--- src/rtl/periph_bus_ctrl.sv ---
// periph_bus_ctrl
//   Bus master sitting between the CPU memory stage and the peripheral slaves.
//   It turns a stall-based CPU request into a registered select/we/addr/data
//   transaction, waits for the selected slave's ack, and returns the read data.
//   Only one transaction is outstanding at a time.
//
//   Optional feature macro: BUS_TIMEOUT_EN
//     defined   -> a BUSY-cycle counter aborts a transaction to a stuck slave
//                  after TIMEOUT BUSY cycles (err pulse)
//     undefined -> no counter; BUSY waits for ack indefinitely
//
// Ports
//   clk, rst            clock (rising edge), asynchronous active-high reset
//   cpu_ce_i/we_i       CPU request valid / write enable
//   cpu_addr_i/data_i   CPU byte address / write data
//   cpu_data_o          read data, valid in the DONE cycle (0 in ERR)
//   cpu_stall_o         holds the CPU pipeline while a request is in flight
//   cpu_err_o           one-cycle pulse on decode error or timeout
//   bus_addr_o/data_o   registered address / write data to the slaves
//   bus_we_o            registered write enable
//   bus_select_o        one-hot slave select
//   bus_data_i          slave read data, slave k on [32k+31:32k]
//   bus_ack_i           per-slave ack (may be combinational from select)
module periph_bus_ctrl #(
  parameter int NSLV      = 4,
  parameter int SLV_SHIFT = 28,
  parameter int SLV_BITS  = 2,
  parameter int TIMEOUT   = 255,
  parameter int CNT_W     = 8
) (
  input  logic                 clk,
  input  logic                 rst,
  input  logic                 cpu_ce_i,
  input  logic                 cpu_we_i,
  input  logic [31:0]          cpu_addr_i,
  input  logic [31:0]          cpu_data_i,
  output logic [31:0]          cpu_data_o,
  output logic                 cpu_stall_o,
  output logic                 cpu_err_o,
  output logic [31:0]          bus_addr_o,
  output logic [31:0]          bus_data_o,
  output logic                 bus_we_o,
  output logic [NSLV-1:0]      bus_select_o,
  input  logic [32*NSLV-1:0]   bus_data_i,
  input  logic [NSLV-1:0]      bus_ack_i
);

  localparam logic [1:0] IDLE = 2'd0;
  localparam logic [1:0] BUSY = 2'd1;
  localparam logic [1:0] DONE = 2'd2;
  localparam logic [1:0] ERR  = 2'd3;

  // Elaboration-time guard against inconsistent parameter sets.
  if (NSLV > (2 ** SLV_BITS) || TIMEOUT > (2 ** CNT_W) - 1) begin : g_bad_cfg
    $error("periph_bus_ctrl: inconsistent NSLV/SLV_BITS or TIMEOUT/CNT_W");
  end

  logic [1:0]          state;
  logic [SLV_BITS-1:0] req_idx;
  logic                req_ok;
  logic [NSLV-1:0]     req_onehot;
  logic                ack_hit;
  logic [31:0]         rd_data;
  logic [31:0]         rd_terms [NSLV];
  logic                timeout;

  assign req_idx = cpu_addr_i[SLV_SHIFT +: SLV_BITS];
  assign req_ok  = (32'(req_idx) < 32'(NSLV));

  // Only the selected slave's ack counts; select is zero outside BUSY, so acks
  // arriving in IDLE/DONE/ERR are ignored as well.
  assign ack_hit = |(bus_ack_i & bus_select_o);

  for (genvar gi = 0; gi < NSLV; gi++) begin : g_slv
    assign req_onehot[gi] = (req_idx == SLV_BITS'(gi));
    assign rd_terms[gi]   = bus_select_o[gi] ? bus_data_i[32*gi +: 32] : 32'h0;
  end

  // AND-OR read mux keyed by the registered one-hot select.
  always_comb begin
    rd_data = 32'h0;
    for (int i = 0; i < NSLV; i++) begin
      rd_data = rd_data | rd_terms[i];
    end
  end

  assign cpu_stall_o = ((state == IDLE) && cpu_ce_i) || (state == BUSY);
  assign cpu_err_o   = (state == ERR);

`ifdef BUS_TIMEOUT_EN
  // cnt holds the 1-based index of the current BUSY cycle, so the timeout
  // fires during BUSY cycle TIMEOUT and BUSY lasts exactly TIMEOUT cycles.
  logic [CNT_W-1:0] cnt;

  assign timeout = (cnt == CNT_W'(TIMEOUT));

  always_ff @(posedge clk or posedge rst) begin
    if (rst) begin
      cnt <= '0;
    end else if (state == IDLE && cpu_ce_i && req_ok) begin
      cnt <= CNT_W'(1);
    end else if (state == BUSY && !ack_hit && !timeout) begin
      cnt <= cnt + CNT_W'(1);
    end else begin
      cnt <= '0;
    end
  end
`else
  assign timeout = 1'b0;
`endif

  always_ff @(posedge clk or posedge rst) begin
    if (rst) begin
      state        <= IDLE;
      bus_addr_o   <= 32'h0;
      bus_data_o   <= 32'h0;
      bus_we_o     <= 1'b0;
      bus_select_o <= '0;
      cpu_data_o   <= 32'h0;
    end else begin
      case (state)
        IDLE: begin
          if (cpu_ce_i) begin
            bus_addr_o <= cpu_addr_i;
            bus_data_o <= cpu_data_i;
            if (req_ok) begin
              bus_we_o     <= cpu_we_i;
              bus_select_o <= req_onehot;
              state        <= BUSY;
            end else begin
              // Decode error: no select, no write strobe.
              cpu_data_o <= 32'h0;
              state      <= ERR;
            end
          end
        end
        BUSY: begin
          // Ack takes priority over a timeout in the same cycle.
          if (ack_hit) begin
            if (!bus_we_o) begin
              cpu_data_o <= rd_data;
            end
            bus_select_o <= '0;
            bus_we_o     <= 1'b0;
            state        <= DONE;
          end else if (timeout) begin
            bus_select_o <= '0;
            bus_we_o     <= 1'b0;
            cpu_data_o   <= 32'h0;
            state        <= ERR;
          end
        end
        DONE: begin
          state <= IDLE;
        end
        default: begin
          state <= IDLE;
        end
      endcase
    end
  end

endmodule
--- config.mk ---
export PLATFORM = sky130hd
export DESIGN_NAME = periph_bus_ctrl
export DESIGN_NICKNAME = d
export VERILOG_FILES = /design/src/rtl/periph_bus_ctrl.sv
export SDC_FILE = /design/constraint.sdc
export NUM_CORES = 1
export LEC_CHECK = 0
export BUFFER_PORTS_ARGS = -buffer_cell sky130_fd_sc_hd__buf_4
export CAP_MARGIN = 20
export CORE_AREA = 2 2 118 120
export CTS_CLUSTER_DIAMETER = 120
export DETAILED_ROUTE_END_ITERATION = 7
export DIE_AREA = 0 0 120 122
export GPL_TIMING_DRIVEN = 0
export MAX_ROUTING_LAYER = met4
export PLACE_DENSITY_LB_ADDON = 0.1
export SYNTH_ARGS = -nofsm -noshare
export SYNTH_HDL_FRONTEND = slang
export SYNTH_SLANG_ARGS = --single-unit
--- constraint.sdc ---
create_clock -name clk -period 3.4 [get_ports clk]
set_input_delay 0.51 -clock clk [delete_from_list [all_inputs] [get_ports clk]]
set_output_delay 0.51 -clock clk [all_outputs]
set_load 0.01 [all_outputs]
==> results by group, run 1 <==
Power and ir drop
  • Sw Pwr: about 2.3 mW
  • Clock group share of total power: 0.160
  • Flop pwr share: 0.325
  • Pwr Density: around 860 nW/um2
  • Logic pwr share: 0.516
  • Leakage power: roughly 3.8 nW
  • Peak VDD IR: slightly above 0.4 mV
  • Switching share of power: 0.351
  • Cell Int Power: 4.20 mW
  • Power consumption: between 6 and 7 mW

Clock network
  • Max clock buf depth: 2
  • Hold Buf Count CTS: 0
  • Worst-path clk slew: 0.07 ns
  • H-tree levels: 3
  • CTS root buf: clkbuf_16
  • Clock latency on the worst-skew pair: 0.35 ns
  • CTS tree: built
  • Postcts setup bufs: 0
  • Num Clock Sinks: between 100 and 150
  • Number of CTS-inserted buffers: 9
  • Post-cts resize count: 0

Place
  • DPL Wire Length: 11900 um
  • Buffers on Ports: between 300 and 400
  • Cell Count Post-Placement: 826
  • RD Place Congestion: 0.748

Route
  • Vias/cell: 4.83
  • Final wirelength: 15100 um
  • Drc violations: 0
  • Initial drt markers: roughly 120
  • DR WL/cell: 18.0 um
  • DR pass1 iterations: 4
  • ANT nets after route: 0
  • Via Count: 4066

Cells and area
  • Commonest non-fill, non-tap cell in the layout: buf_4
  • Nets: 857
  • ANT cells: 0
  • Final cell count without fillers: 842
  • Area occupied by multi-input gates: slightly below 2000 um2
  • Filler cells: 1195
  • Most frequent cells in the layout: buf_4, dfrtp_1, mux2_2, a22oi_1, nand2_1
  • Register area: 2580 um2
  • Fin util: 0.556
  • Layout cells sized above 1: 0.654
  • Area grow syn2layout: 60.1%

Global route
  • Tot GR Track Use: 0.212
  • Initial antenna violation count: 0
  • Largest net degree at the start of global routing: 55
  • First-pass GRT wire length: 23000 um
  • Gr ovfl total: 0
  • Vias in the first global route: roughly 4400

Critical path
  • CP Capture Type: flip-flop
  • Worst r2r dst: cpu_data_o[9]
  • Worst Path Class, Setup: reg2reg
  • CP Max Fanout: 10
  • Slowest stage delay, CP: a little under 0.6 ns
  • Reg2reg start: bus_select_o[0]
  • Reg2Reg Depth: 5
  • R2R setup slack: around 1.4 ns
  • Worst-path cell chain: buf_2 -> a22oi_2 -> a2111oi_4 -> buf_6 -> mux2_4
  • CP max-delay cell: a2111oi_4
  • Critical path startpoint category: flip-flop
  • Data required time of the worst path: ~3.6 ns
  • Critical Path AT: 2.27 ns

Timing
  • RSZ-0062 raised after global routing: false
  • Fin crit period: slightly above 2 ns
  • Max Fclk: 0.490 GHz
  • Hold slack: approximately 0.28 ns
  • Slew headroom: 0.545
  • Clock skew: between 0.009 and 0.01 ns
  • Final setup violation count: 0
  • Slew @ Worst Pin: a little under 0.7 ns
  • Final worst path period share: 0.600
  • Pins Over Slew Limit: 0
  • Final Hold Vio Count: 0

Floorplanning
  • Site Rows: 43
  • Die X: 120 um
  • # IOs: 303
  • Core Region: around 14000 um2
  • Chip height: roughly 120 um
  • Initial Util: 0.347
  • Die area: between 10000 and 15000 um2

Yosys
  • Top post-synthesis cells by area: dfrtp_1, mux2_2, a22oi_1, mux2_4, nand2_1
  • Average cell area after synthesis: roughly 14 um2
  • Seq/Total Area, Yosys: 0.550
  • Mapped Cells: approximately 340
  • Post-synth top area cell: dfrtp_1
  • Mapped Nets: 543
  • #FFs+latches synth: 103
  • Yosys Warn Count: 0
  • Synth top area share: 0.550
  • Synth Cell Area: 4690 um2
  • Netlist cell types: 23

Hold path
  • Hold WC Path Type: in2async

Run status
  • Outcome: completed

Job
  • # Max-Cap Violations: 0
-- how the worst max path moves through the flow --
stage / start / end / slack [ns] / cells past startpoint
after floorplan: rst / bus_addr_o[0] / 0.19 / 1
after global placement: rst / cpu_data_o[22] / -1.01 / 2
after detailed placement: cpu_ce_i / bus_data_o[14] / 1.28 / 5
after CTS: bus_select_o[0] / cpu_data_o[5] / 1.34 / 5
after global routing: bus_select_o[0] / cpu_data_o[10] / 1.27 / 5
final: bus_select_o[0] / cpu_data_o[9] / 1.36 / 5
-- cells in the mapped netlist, drive strengths merged --
master	n
and2	1
a211oi	1
o21ai	1
o2bb2ai	2
inv	6
nand2	34
o21bai	1
mux2	95
dfrtp	103
buf	14
a2111oi	1
nor3b	1
a21oi	1
a32o	2
a22oi	66
a22o	1
clkbuf	12
a31o	1
-- state kept, by name, summed over array words and instances, names as in the netlist --
signal and count:
bus_addr_o 32, bus_we_o 1, state 2, cpu_data_o 32
bus_select_o 4, bus_data_o 32
-- metal layers --
layer / global-route usage / up-vias / routed length (um)
li1: - / 1899 / -
met1: 0.234 / 1960 / 5690
met2: 0.374 / 188 / 7940
met3: 0.0496 / 19 / 1200
met4: 0.0743 / 0 / 287
met5: - / - / 0
-- critical path, delay by kind of cell (launching register included) --
kind,cells,cell delay [ns]
DFF,1,0.34
muxes,1,0.32
buffers and inverters,2,0.50
AOI/OAI and AO/OA,2,0.77
-- logic make-up (layout without fill, tap and decap cells) --
family | Yosys count | count (layout) | synth area share
flops | 103 | 103 | 0.550
mux | 95 | 95 | 0.252
compound gates | 77 | 77 | 0.133
simple gates | 36 | 36 | 0.0312
buf+inv | 32 | 351 | 0.0344
-- layout make-up --
cell class	count	share of cell area
sequential	103	0.343
timing repair buffer	303	0.306
multi-input combinational	208	0.260
clock buffer	10	0.0305
tap	180	0.0300
buffer	26	0.0185
clock inverter	6	0.00916
inverter	6	0.00333
-- metrics by stage --
step | TNS, ns | setup slack [ns] | area (um2)
global placement | -103.36 | -1.01 | 7180
CTS | 0 | 1.34 | 7510
detailed placement | 0 | 1.28 | 7210
floorplan | 0 | 0.186 | 4690
global route | 0 | 1.27 | 7510
finish | 0 | 1.36 | 7510
-- power groups by stage --
stage | Combinational [mW] | Sequential (mW) | Clock, mW
2_1_floorplan | 1.61 | 2.35 | 0
3_3_place_gp | 3.34 | 2.09 | 0
3_5_place_dp | 3.38 | 2.12 | 0
4_1_cts | 3.39 | 2.11 | 1.07
5_1_grt | 3.60 | 2.18 | 1.11
6_report | 3.34 | 2.10 | 1.03
No activity file was read; power rests on OpenSTA's default activity.
==> run 2: changes to the inputs <==
clock period = 1.8 ns   (was 3.4 ns; I/O delays follow)
==> run 2 against run 1 <==
Compared with the run above: routed wire length rose by 0.77%; register-to-register slack got worse by 1.3 ns; sequential share of layout area fell by 0.80 points; highest routed layer unchanged.
==> results by group, run 2 (synthesis gave the netlist of run 1 again) <==
Route
  • Via Count: 4112 (+1.1%)
  • DR WL/cell: 18.0 um (about the same)
  • Initial drt markers: 196 (+66%)
  • DR pass1 iterations: 4 (unchanged)
  • Vias/cell: 4.85 (+0.42%)
  • Drc violations: 0 (unchanged)
  • Final wirelength: 15200 um (+0.77%)
  • ANT nets after route: 0 (unchanged)

Timing
  • RSZ-0062 raised after global routing: true
  • Slew headroom: 0.561 (+0.0156)
  • Pins Over Slew Limit: 0 (unchanged)
  • Slew @ Worst Pin: 0.659 ns (-0.0234 ns)
  • Fin crit period: 1.74 ns (-0.299 ns)
  • Final setup violation count: 0 (unchanged)
  • Hold slack: 0.136 ns (-0.143 ns)
  • Max Fclk: 0.575 GHz (+17%)
  • Final worst path period share: 0.967 (+0.367)
  • Clock skew: 0.00830 ns (-0.00101 ns)
  • Final Hold Vio Count: 0 (unchanged)

Power and ir drop
  • Pwr Density: 1650 nW/um2 (+91%)
  • Power consumption: 12.7 mW (+96%)
  • Peak VDD IR: 0.816 mV (+98%)
  • Leakage power: 3.85 nW (+2.0%)

Critical path
  • Worst-path cell chain: buf_6 -> a22oi_4 -> a2111oi_4 -> buf_6 -> buf_12 -> mux2_4
  • Critical Path AT: 1.97 ns (-0.30 ns)
  • CP Max Fanout: 10 (unchanged)
  • WP buf/inv: 3 (+1)
  • CP Capture Type: flip-flop
  • CP max-delay cell: dfrtp_1
  • Worst Path Class, Setup: reg2reg
  • Crit-path most repeated cell: buf_6
  • Critical path startpoint category: flip-flop
  • Crit-path leading delay family: buffers and inverters
  • Slowest stage delay, CP: 0.37 ns (-0.22 ns)
  • Data required time of the worst path: 2.03 ns (-1.60 ns)
  • R2R setup slack: 0.06 ns (-1.30 ns)

Job
  • # Max-Cap Violations: 0 (unchanged)

Floorplanning
  • # IOs: 303 (unchanged)
  • Chip height: 122 um (unchanged)
  • Initial Util: 0.347 (unchanged)
  • Core Region: 13500 um2 (unchanged)
  • Die area: 14600 um2 (unchanged)
  • Site Rows: 43 (unchanged)
  • Die X: 120 um (unchanged)

Global route
  • Gr ovfl total: 0 (unchanged)
  • Largest net degree at the start of global routing: 38 (-31%)
  • Vias in the first global route: 4255 (-2.9%)
  • Initial antenna violation count: 0 (unchanged)
  • Tot GR Track Use: 0.211 (-0.00106)
  • First-pass GRT wire length: 22800 um (-0.69%)

Clock network
  • Worst-path clk slew: 0.07 ns (about the same)
  • Max clock buf depth: 2 (unchanged)
  • Number of CTS-inserted buffers: 9 (unchanged)
  • CTS root buf: clkbuf_16
  • Num Clock Sinks: 103 (unchanged)
  • CTS tree: built
  • Clock latency on the worst-skew pair: 0.35 ns (about the same)
  • H-tree levels: 3 (unchanged)

Run status
  • Outcome: completed

Cells and area
  • Nets: 865 (+0.93%)
  • Area grow syn2layout: 64.0%
  • Filler cells: 1185 (-0.84%)
  • Layout cells sized above 1: 0.657 (+0.00311)
  • Most frequent cells in the layout: buf_4, dfrtp_1, mux2_2, a22oi_1, nand2_1
  • Top flop regs: bus_addr_o (32), bus_data_o (32), cpu_data_o (32)
  • Commonest non-fill, non-tap cell in the layout: buf_4
  • ANT cells: 0 (unchanged)

Place
  • Buffers on Ports: 302 (unchanged)
  • RD Place Congestion: 0.794 (+6.0%)
  • DPL Wire Length: 11800 um (-0.54%)

Hold path
  • Hold WC Path Type: in2reg
-- run 2: cell count changes in the layout (fill, tap and decap cells not counted), sizes merged --
| cell | delta |
|---|---|
| clkbuf | -1 |
| clkinv | -2 |
| inv | -1 |
| buf | +7 |
| dlygate4sd3 | +1 |
| bufinv | +2 |
-- run 2: layout make-up --
| type | count | area (um2) | area share |
|---|---|---|---|
| buffer | 26 | 184 | 0.0239 |
| clock buffer | 9 | 225 | 0.0293 |
| clock inverter | 5 | 108 | 0.0140 |
| inverter | 6 | 26.3 | 0.00342 |
| multi-input combinational | 208 | 1960 | 0.255 |
| sequential | 103 | 2580 | 0.335 |
| tap | 180 | 225 | 0.0293 |
| timing repair buffer | 311 | 2390 | 0.310 |
-- run 2: what timing repair did --
| item | in CTS | in global routing |
|---|---|---|
| setup buffers | 3 | 2 |
| pin swaps | 2 | 1 |
| setup endpoints to repair | 50 | 32 |
| endpoints found under the hold margin | 20 | 0 |
| hold buffers | 1 | 0 |
| gates resized for setup | 4 | 10 |
-- run 2: worst paths after layout --
check	from	cells past startpoint	endpoint
worst min register to register	bus_data_o[10]	1	bus_data_o[10]
worst max register to register	bus_select_o[2]	6	cpu_data_o[4]
min in group asynchronous	rst	3	bus_addr_o[20]
max in group asynchronous	rst	5	bus_addr_o[29]
worst min-delay path	cpu_addr_i[28]	2	bus_select_o[2]
worst max-delay path	bus_select_o[2]	6	cpu_data_o[4]
-- run 2: worst reg2reg max path, stage by stage, from the launching register on --
cell and delay (ns):
dfrtp_1 0.37, buf_6 0.15, a22oi_4 0.10, a2111oi_4 0.36, buf_6 0.19, buf_12 0.16
mux2_4 0.31
-- run 2: report_power, final --
part | internal (mW) | total (mW) | switching, mW
Combinational | 3.64 | 6.47 | 2.83
Clock | 1.35 | 2.21 | 0.859
Sequential | 3.38 | 4.00 | 0.619
-- run 2: metal layers --
metal  track usage  vias up  share of wire
met5             -        -              0
met4        0.0581        0          0.013
met3        0.0581       15          0.078
met2         0.362      195           0.52
met1         0.243     1990           0.39
li1              -     1912              -
-- run 2: metrics by stage --
stage | utilization | area (um2) | setup WS [ns] | setup TNS, ns | cells
floorplan | - | 4690 | 0.0274 | 0 | 343
global route | 0.569 | 7690 | -0.0129 | -0.121 | 848
CTS | 0.565 | 7630 | -0.0340 | -0.792 | 846
finish | 0.569 | 7690 | 0.0598 | 0 | 848
detailed placement | 0.537 | 7250 | -0.228 | -9.10 | 828
global placement | 0.532 | 7190 | -0.425 | -52.13 | 825
==> run 3: changes to the inputs <==
ABC_AREA = 1   (was not set)
CORE_AREA = not set   (was 2 2 118 120)
CORE_MARGIN = 2   (was not set)
CORE_UTILIZATION = 39   (was not set)
DIE_AREA = not set   (was 0 0 120 122)
HOLD_SLACK_MARGIN = 0.12   (was not set)
==> run 3 against run 2 <==
Compared with the run above: sequential cell count did not move; sequential share of layout area is 2.9 points lower; worst setup slack improved by 0.030 ns; power down 62%; global-route usage is 6.1 points higher; via count up 33%; cell count is 40% higher; synthesized area grew 5.7%; sequential power decreased by 42%; highest routed layer unchanged; maximum frequency increased by 1.7%.
==> results by group, run 3 <==
Run status
  • Outcome: completed

Clock network
  • CTS tree: built
  • Number of CTS-inserted buffers: 9 (unchanged)
  • H-tree levels: 3 (unchanged)
  • CTS root buf: clkbuf_16
  • Max clock buf depth: 2 (unchanged)
  • Worst-path clk slew: 0.08 ns (about the same)
  • Clock latency on the worst-skew pair: 0.35 ns (about the same)
  • Num Clock Sinks: 103 (unchanged)

Yosys
  • Top post-synthesis cells by area: dfrtp_1, nand2_1, nand4_1, nand3_1, buf_6
  • Share of synthesized registers carrying an async set or reset: 1.00 (unchanged)
  • Mapped Nets: 835 (+54%)
  • Cell with the most instances after synthesis: nand2_1
  • Synth cell count leaders: nand2_1, dfrtp_1, nand4_1, nand3_1, buf_2
  • #FFs+latches synth: 103 (unchanged)
  • Post-synth EDFFs: 0 (unchanged)
  • Netlist cell types: 21 (-8.7%)
  • Synth Cell Area: 4960 um2 (+5.7%)
  • Average cell area after synthesis: 7.81 um2 (-43%)
  • Seq/Total Area, Yosys: 0.520 (-0.0298)
  • Top FF cell, synth: dfrtp_1
  • Yosys Warn Count: 0 (unchanged)
  • Mapped Cells: 635 (+85%)
  • Post-synth top area cell: dfrtp_1
  • Synth top area share: 0.520 (-0.0298)

Timing
  • Total negative setup slack: 0 ns (unchanged)
  • Final worst-path setup slack: 0.0897 ns (+0.0299 ns)
  • Max Fclk: 0.585 GHz (+1.7%)
  • Fin crit period: 1.71 ns (-0.0299 ns)
  • Slew headroom: 0.550 (-0.0108)
  • Slew @ Worst Pin: 0.673 ns (+0.0147 ns)
  • Final worst path period share: 0.950 (-0.0166)
  • Pins Over Slew Limit: 0 (unchanged)
  • Hold slack: 0.131 ns (-0.00434 ns)
  • Final Hold Vio Count: 0 (unchanged)
  • Final setup violation count: 0 (unchanged)
  • Clock skew: 0.00784 ns (-0.000457 ns)
  • RSZ-0062 raised after global routing: false

Cells and area
  • Design area: 8410 um2 (+9.4%)
  • Most frequent cells in the layout: nand2_1, buf_4, dfrtp_1, dlygate4sd3_1, nand4_1
  • Area grow syn2layout: 69.6%
  • Nets: 1213 (+40%)
  • Fin util: 0.672 (+0.102)
  • Layout cells sized above 1: 0.375 (-0.282)
  • ANT cells: 0 (unchanged)
  • Final cell count without fillers: 1190 (+40%)
  • Top flop regs: bus_addr_o (32), bus_data_o (32), cpu_data_o (32)
  • Commonest non-fill, non-tap cell in the layout: nand2_1

Place
  • Cell Count Post-Placement: 1111 (+34%)
  • RD Place Congestion: 0.816 (+2.8%)
  • Area after DPL: 7480 um2 (+3.2%)
  • DPL Wire Length: 13100 um (+11%)
  • Post-placement worst setup slack: 0.373 ns (+0.601 ns)
  • Buffers on Ports: 302 (unchanged)

Critical path
  • Data required time of the worst path: 1.53 ns (-0.50 ns)
  • Reg2reg start: bus_select_o[2]
  • Critical Path AT: 1.44 ns (-0.53 ns)
  • CP Capture Type: primary output
  • Critical path startpoint category: flip-flop
  • Worst Path Class, Setup: reg2out
  • CP Max Fanout: 10 (unchanged)
  • Crit path launch: state[1]

Route
  • Vias/cell: 4.59 (-5.3%)
  • Final wirelength: 18200 um (+20%)
  • Via Count: 5464 (+33%)
  • DR WL/cell: 15.3 um (-15%)
  • DR pass1 iterations: 7 (+3)
  • Initial drt markers: 308 (+57%)
  • ANT nets after route: 0 (unchanged)
  • Drc violations: 0 (unchanged)

Power and ir drop
  • Power consumption: 4.77 mW (-62%)
  • Leakage power: 4.75 nW (+23%)
  • Pwr Density: 568 nW/um2 (-66%)
  • Peak VDD IR: 0.387 mV (-53%)

Floorplanning
  • Initial Util: 0.396 (+0.0489)
  • Die area: 13600 um2 (-6.9%)
  • Core Region: 12500 um2 (-7.3%)
  • Die X: 117 um (-2.7%)
  • Chip height: 117 um (-4.3%)
  • Site Rows: 41 (-4.7%)
  • # IOs: 303 (unchanged)

Hold path
  • Hold Crit Start: cpu_addr_i[10]
  • Hold WC Path Type: in2reg

Global route
  • Gr ovfl total: 0 (unchanged)
  • Tot GR Track Use: 0.271 (+0.0605)
  • Vias in the first global route: 5335 (+25%)
  • Largest net degree at the start of global routing: 43 (+13%)
  • Initial antenna violation count: 0 (unchanged)
  • First-pass GRT wire length: 27200 um (+19%)

Job
  • # Max-Cap Violations: 0 (unchanged)
-- run 3: kinds of logic after synthesis --
group | after synthesis | share of synthesized area
flip-flops | 103 | 0.520
AND/OR/NAND/NOR | 479 | 0.411
AO/OA/AOI/OAI | 4 | 0.00479
buffers and inverters | 49 | 0.0648
-- run 3: cell type report --
| class | count | area (um2) |
|---|---|---|
| fill | 1066 | 4110 |
| timing repair buffer | 367 | 2940 |
| sequential | 103 | 2580 |
| multi-input combinational | 483 | 2060 |
| buffer | 39 | 282 |
| clock buffer | 11 | 243 |
| tap | 172 | 215 |
| clock inverter | 5 | 46.3 |
| inverter | 10 | 43.8 |
-- run 3: layer usage --
metal / vias to the layer above / share of wire / GRT usage
li1: 2743 / - / -
met4: 0 / 0.026 / 0.0973
met3: 29 / 0.076 / 0.0576
met1: 2480 / 0.38 / 0.303
met5: - / 0 / -
met2: 212 / 0.52 / 0.478
-- run 3: critical path: stages (launching register included) --
cell     delay (ns)
dfrtp_2        0.42
nor2_2         0.12
nand2_2        0.08
buf_6          0.15
buf_6          0.14
nand2_1        0.06
buf_4          0.12
-- run 3: worst paths after layout --
path	endpoint	slack [ns]	cells past startpoint
worst min register to register	bus_data_o[2]	0.48	2
worst min-delay path	bus_addr_o[10]	0.13	3
max in group asynchronous	bus_addr_o[26]	0.35	5
worst max register to register	cpu_data_o[9]	0.40	6
min in group asynchronous	cpu_data_o[13]	0.57	3
worst max-delay path	cpu_stall_o	0.09	6
-- run 3: what timing repair did --
item | in CTS | in global routing
buffers inserted | 0 | 1
pin swaps | 0 | 1
resized for setup | 1 | 2
hold buffers | 62 | 0
endpoints found under the hold margin | 90 | 0
setup endpoints to repair | 1 | 1
-- run 3: power breakdown --
part | switching (mW) | leakage [nW] | internal [mW]
clock network | 0.952 | 0.143 | 1.01
registers | 0 | 1.43 | 2.31
logic | 0.139 | 3.17 | 0.365
total | 1.09 | 4.75 | 3.68
